`src/rtl/trap_unit.sv`:
```
// trap_unit: machine-mode trap sequencer for the pipelined RV32I core.
// Handles ecall/ebreak/mret from Decode and owns mtvec/mepc/mcause.
// It also drives the redirect, stall and flush requests that the hazard unit merges.
module trap_unit #(
    parameter logic [31:0] MTVEC_RESET = 32'h0000_0100
) (
    input  logic        clk,
    input  logic        reset,
    input  logic        EcallD,
    input  logic        EbreakD,
    input  logic        MretD,
    input  logic [31:0] PCD,
    input  logic        StallD,
    input  logic        PCSrcE,
    input  logic        Resume,
    input  logic        CsrWE,
    input  logic [11:0] CsrWAddr,
    input  logic [31:0] CsrWData,
    input  logic [11:0] CsrRAddr,
    output logic [31:0] CsrRData,
    output logic        TrapRedirectF,
    output logic [31:0] TrapPCF,
    output logic        TrapStallF,
    output logic        TrapStallD,
    output logic        TrapFlushD,
    output logic        TrapFlushE,
    output logic        Halted
);

    localparam logic [11:0] ADDR_MTVEC  = 12'h305;
    localparam logic [11:0] ADDR_MEPC   = 12'h341;
    localparam logic [11:0] ADDR_MCAUSE = 12'h342;

    typedef enum logic [2:0] {
        S_IDLE,
        S_TRAP,
        S_HALT,
        S_RESUME,
        S_RET
    } state_t;

    state_t      state;
    logic [31:0] mtvec;
    logic [31:0] mepc;
    logic [31:0] mcause;
    logic        accept;
    logic        take_trap;

    // A Decode event is only taken from IDLE on a right-path, non-stalled instruction.
    assign accept    = (state == S_IDLE) && !StallD && !PCSrcE;
    assign take_trap = accept && (EcallD || EbreakD);

    // Sequencer: state plus registered stall/flush/redirect flags for the state being entered.
    always_ff @(posedge clk) begin
        if (reset) begin
            state         <= S_IDLE;
            TrapRedirectF <= 1'b0;
            TrapStallF    <= 1'b0;
            TrapStallD    <= 1'b0;
            TrapFlushD    <= 1'b0;
            TrapFlushE    <= 1'b0;
            Halted        <= 1'b0;
        end else begin
            TrapRedirectF <= 1'b0;
            TrapStallF    <= 1'b0;
            TrapStallD    <= 1'b0;
            TrapFlushD    <= 1'b0;
            TrapFlushE    <= 1'b0;
            Halted        <= 1'b0;
            case (state)
                S_IDLE: begin
                    if (accept && EbreakD) begin
                        state      <= S_HALT;
                        Halted     <= 1'b1;
                        TrapStallF <= 1'b1;
                        TrapStallD <= 1'b1;
                        TrapFlushE <= 1'b1;
                    end else if (accept && (EcallD || MretD)) begin
                        state         <= EcallD ? S_TRAP : S_RET;
                        TrapRedirectF <= 1'b1;
                        TrapFlushD    <= 1'b1;
                        TrapFlushE    <= 1'b1;
                    end
                end
                S_HALT: begin
                    if (Resume) begin
                        state         <= S_RESUME;
                        TrapRedirectF <= 1'b1;
                        TrapFlushD    <= 1'b1;
                        TrapFlushE    <= 1'b1;
                    end else begin
                        Halted     <= 1'b1;
                        TrapStallF <= 1'b1;
                        TrapStallD <= 1'b1;
                        TrapFlushE <= 1'b1;
                    end
                end
                default: state <= S_IDLE;
            endcase
        end
    end

    // Redirect target follows the registered CSRs; a same-cycle mtvec write only affects later traps.
    always_comb begin
        TrapPCF = 32'd0;
        case (state)
            S_TRAP:   TrapPCF = mtvec;
            S_RESUME: TrapPCF = mepc + 32'd4;
            S_RET:    TrapPCF = mepc;
            default:  TrapPCF = 32'd0;
        endcase
    end

    // CSR storage: a trap capture takes precedence over a software write to mepc/mcause.
    always_ff @(posedge clk) begin
        if (reset) begin
            mtvec  <= {MTVEC_RESET[31:2], 2'b00};
            mepc   <= 32'd0;
            mcause <= 32'd0;
        end else begin
            if (CsrWE && (CsrWAddr == ADDR_MTVEC))
                mtvec <= {CsrWData[31:2], 2'b00};
            if (take_trap) begin
                mepc   <= {PCD[31:2], 2'b00};
                mcause <= EbreakD ? 32'd3 : 32'd11;
            end else begin
                if (CsrWE && (CsrWAddr == ADDR_MEPC))
                    mepc <= {CsrWData[31:2], 2'b00};
                if (CsrWE && (CsrWAddr == ADDR_MCAUSE))
                    mcause <= CsrWData;
            end
        end
    end

    // Read port has no write bypass: it always shows the current register contents.
    always_comb begin
        CsrRData = 32'd0;
        case (CsrRAddr)
            ADDR_MTVEC:  CsrRData = mtvec;
            ADDR_MEPC:   CsrRData = mepc;
            ADDR_MCAUSE: CsrRData = mcause;
            default:     CsrRData = 32'd0;
        endcase
    end

endmodule

```
`config.mk`:
```
export PLATFORM = sky130hd
export DESIGN_NAME = trap_unit
export DESIGN_NICKNAME = d
export VERILOG_FILES = /design/src/rtl/trap_unit.sv
export SDC_FILE = /design/constraint.sdc
export NUM_CORES = 1
export LEC_CHECK = 0
export ABC_CLOCK_PERIOD_IN_PS = 2050
export BUFFER_PORTS_ARGS = -buffer_cell sky130_fd_sc_hd__buf_2
export CORE_ASPECT_RATIO = 1.1
export CORE_MARGIN = 2
export CORE_UTILIZATION = 23
export DETAILED_ROUTE_END_ITERATION = 10
export PLACE_DENSITY = 0.43
export SLEW_MARGIN = 15
export SYNTH_ARGS = -nofsm -noshare
export SYNTH_HDL_FRONTEND = slang
export SYNTH_SLANG_ARGS = --single-unit
```
`constraint.sdc`:
```
create_clock -name clk -period 2.05 [get_ports clk]
set_input_delay 0.3075 -clock clk [delete_from_list [all_inputs] [get_ports clk]]
set_output_delay 0.3075 -clock clk [all_outputs]
set_load 0.05 [all_outputs]
```
==> results.md, run 1 <==
* DRC Markers at 0
* Number of global-route vias before repair at 7279
* Period minus WS final at 2.75 ns
* Syn-to-layout area delta at 92.2%
* Vias at 7420
* Synth warnings at 0
* Setup crit end kind: output pin
* Adder-Cell Fraction of Synth Area at 0.207%
* PwrDens at 392 nW/um2
* Max-Cap Viols at 0
* # IOs at 167
* Setup WS post-layout at -0.702 ns
* Skew-Pair Late Insertion Delay at 0.37 ns
* Die Area at 27600 um2
* Post-Route WL at 30100 um
* Most frequent cells in the layout: buf_4, nand2_1, buf_2
* Register clock-pin slew on the reported worst setup and hold paths at 0.08 ns
* Remaining global-route overflow at 0
* Final HPWL DP at 19600 um
* Commonest non-fill, non-tap cell in the layout: buf_4
* Synth area leaders: dfxtp_1, nand2_1, a311oi_2
* R2R depth at 7
* Syn Inst Count at 791
* Crit Path Class: flop to output pin
* Leakage power at 5.01 nW
* Post-synth ARST share at 0%
* TritonCTS clock tree: done
* Unrepaired setup endpoints after global routing: true
* Non-Filler Instances at 1484
* Final Hold Fails at 0
* Clock Skews at 0.0172 ns
* Post-synthesis compound-gate area fraction at 24.7%
* Die height at 174 um
* Synth Area in XOR/XNOR at 0.290%
* Simple-Gate Fraction of Synth Area at 29.9%
* Syn_area_per_cell at 7.63 um2
* Final #Nets at 1225
* Main combinational cell family by area after synthesis: simple AND/OR/NAND/NOR gates
* Post-synth EDFFs at 0
* Width of the die at 158 um
* Max-slew violation count at 0
* Hold endpoint: mcause[25]
* Clock sink count at 98
* WL per Instance at 20.3 um
* H-tree depth at 3
* Slew @ Worst Pin at 0.538 ns
* Slew headroom at 63.8%
* TritonCTS buffer count at 9
* Detail Route Antenna Nets at 0
* Number of instances in the placed design at 1368
* Via density at 5.00
* Clk Tree Root Cell: clkbuf_16
* Top FF cell, synth: dfxtp_1
* Reg-to-reg critical path startpoint: state[1]
* Register bit count reported by yosys at 98
* # setup viols final at 62
* Mapped cell area at 6040 um2
* Final Instance Area at 11600 um2
* Sequential cell area at 1990 um2
* Initial antenna violation count at 0
* Failing checks: negative setup slack
* Maximum VDD drop at 290 uV
* Reg2reg end: mepc[7]
* Status: complete, but fails checks
* First-pass detailed-route iteration total at 5
* Drt first-iter violations at 483
* Row Count at 62
* Global-route wire length before repair at 44200 um
* Total GRT Usage at 21.4%
* Share of the synthesized area in the top cell type at 32.5%
* FMAX at 363 MHz
* GPL Wtd Cong at 0.823
* Multi-input gate area at 4940 um2
* Core area at 26000 um2
* Library cells used by synthesis at 64
* Critical Path RT at 1.74 ns
* Hold Crit Start: CsrWData[25]
* Max Buffers Root-to-Sink at 2
* Mux share of post-synthesis cell area at 5.64%
* Sum Neg Setup Slack at -22.82 ns
* Min-delay worst type: input port to flop
* Data arrival, critical path at 2.44 ns
* Sequential area share after synthesis at 32.5%
* Layout cells sized above 1 at 59.0%
* Largest net degree at the start of global routing at 32
* R2R setup slack at 0.04 ns
* Dpl cell area at 8620 um2
* Worst Setup Start Kind: flop
* Hold path cells at 3
* Largest area contributor in the netlist: dfxtp_1
* Input/output buffers at 162
* Initial Util at 23.2%
* Fillers at 2557
* Final period util at 134%
* Crit path max fanout at 2
* Pre-CTS WS at -0.430 ns
* Antenna diodes at 0
[per-layer routing]
metal / share of wire (%) / track usage, %
met2: 50 / 36.3
met5: 0 / 0
met1: 44 / 28.2
met3: 4.1 / 2.99
met4: 2.0 / 6.16
[flip-flops by register name, indices dropped and copies added (netlist names)]
signal and count:
Halted 1, TrapFlushD 1, TrapFlushE 1, mcause 32
mepc 30, mtvec 30, state 3
[stage by stage]
stage	hold WS [ns]	util, %	power (mW)
finish	0.207	44.6	4.55
global route	0.194	44.6	4.72
CTS	0.197	42.2	4.50
detailed placement	0.444	33.2	2.72
global placement	0.439	33.2	2.71
floorplan	0.431	-	2.37
[repair_timing]
action	4_1_cts	5_1_grt
hold buffers	0	0
gates cloned	9	3
buffers inserted	60	48
pin swaps	68	77
gates resized for setup	352	104
setup endpoints to repair	84	98
[critical path, stage by stage, from the launching register on]
cell and delay [ns]:
dfxtp_4 0.37, ha_4 0.15, buf_6 0.10, nand4_4 0.09, or4_4 0.53, or4_1 0.41, o211ai_1 0.18, clkbuf_16 0.24
[cell families (layout without fill, tap and decap cells)]
| group | count (synthesis) | in the layout |
|---|---|---|
| simple gates | 389 | 389 |
| compound gates | 181 | 181 |
| flops | 98 | 98 |
| buf+inv | 85 | 425 |
| mux | 34 | 34 |
| xor+xnor | 2 | 2 |
| fa+ha+maj | 1 | 1 |
| other cells | 1 | 2 |
[layout make-up]
class / count / area share [%]
multi-input cells: 609 / 42.6
repair buffers: 402 / 33.8
clock buffers: 10 / 1.97
clock inverters: 6 / 0.367
well taps: 352 / 3.80
flip-flops and latches: 98 / 17.2
inverters: 7 / 0.259
[how the worst max path moves through the flow]
stage	from	end	slack (ns)	cells past startpoint
floorplan	mepc[3]	TrapPCF[28]	-0.28	5
CTS	mepc[3]	TrapPCF[28]	-0.71	7
finish	mepc[3]	TrapPCF[28]	-0.70	7
global route	mepc[3]	TrapPCF[28]	-0.75	7
detailed placement	CsrRAddr[3]	CsrRData[11]	-0.43	7
global placement	CsrRAddr[3]	CsrRData[19]	-0.41	7
[Yosys cell counts (all sizes together) (3+ instances only)]
master,count
o21ai,22
nand2,195
nand4,18
nor2,75
nor3,20
nor4bb,3
a311oi,31
a311o,3
and4,7
a21oi,41
dfxtp,98
nor4,15
o211ai,10
buf,22
o22ai,4
nand2b,6
and2,8
a22oi,42
nor2b,4
nand3,14
a32oi,5
and3,5
clkbuf,56
mux2i,34
a211oi,4
o311ai,3
or4,8
inv,7
[where the power goes]
part / switching, mW / leakage, nW / internal (mW)
clock: 0.838 / 0.129 / 0.828
combinational: 0.474 / 4.07 / 0.405
sequential: 0.0433 / 0.803 / 1.96
total: 1.36 / 5.01 / 3.19
(Power assumes the default switching activity.)
==> run 2, diff against run 1 <==
- SKIP_LAST_GASP: not set -> 1
==> run 2 against run 1 <==
The run still ends with negative setup slack left. Clock power barely moved. Flip-flop and latch count stayed put. Die area unchanged. Clock-buffer cell count is the same. Combinational power fell by 3.2%. Critical path type unchanged. Largest cell class unchanged.
==> results.md, run 2 (synthesized netlist as in run 1, its figures left out) <==
* Final Instance Area at 11500 um2 (was 11600 um2)
* GPL Wtd Cong at 0.823 (unchanged)
* Dpl cell area at 8620 um2 (unchanged)
* Failing checks: negative setup slack (unchanged)
* Min-delay worst type: input port to flop (unchanged)
* Skew-Pair Late Insertion Delay at 0.37 ns (about the same)
* Leakage power at 5.07 nW (was 5.01 nW)
* Tot Pwr at 4.51 mW (was 4.55 mW)
* Register clock-pin slew on the reported worst setup and hold paths at 0.08 ns (about the same)
* Number of global-route vias before repair at 7290 (was 7279)
* Row Count at 62 (unchanged)
* Reg-to-reg critical path startpoint: state[1] (unchanged)
* Worst Setup Start Kind: flop (unchanged)
* Layout cells sized above 1 at 57.2% (was 59.0%)
* First-pass detailed-route iteration total at 5 (unchanged)
* PwrDens at 393 nW/um2 (was 392 nW/um2)
* Remaining global-route overflow at 0 (unchanged)
* # setup viols final at 61 (was 62)
* Max-Cap Viols at 0 (unchanged)
* R2R setup slack at 0.03 ns (was 0.04 ns)
* Drt first-iter violations at 441 (was 483)
* H-tree depth at 3 (unchanged)
* FMAX at 362 MHz (was 363 MHz)
* Post-Route WL at 30200 um (was 30100 um)
* # IOs at 167 (unchanged)
* Clk Tree Root Cell: clkbuf_16 (unchanged)
* Initial antenna violation count at 0 (unchanged)
* Final HPWL DP at 19600 um (unchanged)
* Top reg by flops: mcause (unchanged)
* Sequential cell area at 1990 um2 (unchanged)
* Die height at 174 um (unchanged)
* Biggest regs: mcause (32), mepc (30), mtvec (30) (unchanged)
* Syn-to-layout area delta at 90.3% (was 92.2%)
* Unrepaired setup endpoints after global routing: true (unchanged)
* Largest net degree at the start of global routing at 32 (unchanged)
* Multi-input gate area at 4900 um2 (was 4940 um2)
* Global-route wire length before repair at 44000 um (was 44200 um)
* Detail Route Antenna Nets at 0 (unchanged)
* Crit Path Class: flop to output pin (unchanged)
* Commonest non-fill, non-tap cell in the layout: buf_4 (unchanged)
* Initial Util at 23.2% (unchanged)
* DRC Markers at 0 (unchanged)
* TritonCTS buffer count at 9 (unchanged)
* Max Buffers Root-to-Sink at 2 (unchanged)
* Maximum VDD drop at 293 uV (was 290 uV)
* Antenna diodes at 0 (unchanged)
* Max-slew violation count at 0 (unchanged)
* Reg2reg end: mepc[9] (was mepc[7])
* Final period util at 135% (was 134%)
* Width of the die at 158 um (unchanged)
* Sum Neg Setup Slack at -23.41 ns (was -22.82 ns)
* Period minus WS final at 2.76 ns (was 2.75 ns)
* Via density at 5.02 (was 5.00)
* Most frequent cells in the layout: buf_4, nand2_1, buf_2 (unchanged)
* WL per Instance at 20.4 um (was 20.3 um)
* Status: complete, but fails checks (unchanged)
* Clock Skews at 0.0175 ns (was 0.0172 ns)
* Setup WS post-layout at -0.711 ns (was -0.702 ns)
* Hold Crit Start: CsrWData[18] (was CsrWData[25])
* R2R depth at 7 (unchanged)
* Max reg flops at 32 (unchanged)
* Final #Nets at 1218 (was 1225)
* Hold endpoint: mcause[18] (was mcause[25])
* Data arrival, critical path at 2.45 ns (was 2.44 ns)
* Final Core Density at 44.2% (was 44.6%)
* Clock sink count at 98 (unchanged)
* Hold path cells at 3 (unchanged)
* Critical Path RT at 1.74 ns (about the same)
* Setup crit end kind: output pin (unchanged)
* Final Hold Fails at 0 (unchanged)
* Total GRT Usage at 21.3% (was 21.4%)
* Worst hold margin at 0.208 ns (was 0.207 ns)
* Core area at 26000 um2 (unchanged)
* TritonCTS clock tree: done (unchanged)
* Vias at 7421 (was 7420)
* Fillers at 2588 (was 2557)
* Input/output buffers at 162 (unchanged)
* Die Area at 27600 um2 (unchanged)
* Crit path max fanout at 3 (was 2)
## run 2: cell count changes in the layout (fill, tap and decap cells not counted), sizes merged
cell	change
buf	-7
## run 2: area by class of cell
class / instances / share of cell area [%]
clock buffers: 10 / 1.99
clock inverters: 6 / 0.370
inverters: 7 / 0.261
multi-input cells: 609 / 42.6
flip-flops and latches: 98 / 17.3
well taps: 352 / 3.83
repair buffers: 395 / 33.6
## run 2: critical path, stage by stage (launching register included)
cell and delay, ns:
dfxtp_4 0.37, ha_4 0.15, buf_6 0.10, nand4_4 0.10, or4_4 0.54, or4_1 0.41
o211ai_1 0.17, clkbuf_16 0.24
## run 2: metal layers
metal	GRT usage, %	wire (um)	vias up
li1	-	-	3519
met1	27.7	12900	3639
met2	36.2	15100	219
met3	3.32	1400	44
met4	6.42	735	0
met5	0	0	-
## run 2: repair_timing
item | CTS | global route
hold endpoints to repair | 0 | 0
hold buffers | 0 | 0
setup buffers | 60 | 41
gates cloned | 9 | 2
pin swaps | 65 | 63
gates resized for setup | 307 | 132
setup endpoints to repair | 84 | 101
## run 2: worst max path at each step
stage	to	cells past startpoint	startpoint
2_1_floorplan	TrapPCF[28]	5	mepc[3]
3_3_place_gp	CsrRData[19]	7	CsrRAddr[3]
3_5_place_dp	CsrRData[11]	7	CsrRAddr[3]
4_1_cts	TrapPCF[28]	7	mepc[3]
5_1_grt	TrapPCF[28]	7	mepc[3]
6_report	TrapPCF[28]	7	mepc[3]
## run 2: where the power goes
| group | switching, mW | total [mW] | internal (mW) |
|---|---|---|---|
| clock | 0.834 | 1.66 | 0.828 |
| combinational | 0.463 | 0.851 | 0.388 |
| sequential | 0.0429 | 2.00 | 1.96 |
| total | 1.34 | 4.51 | 3.17 |
## run 2: per-stage QoR
| stage | std cells | setup WS [ns] |
|---|---|---|
| after floorplan | 792 | -0.280 |
| after global placement | 1368 | -0.410 |
| after detailed placement | 1368 | -0.430 |
| after CTS | 1451 | -0.708 |
| after global routing | 1477 | -0.760 |
| final | 1477 | -0.711 |
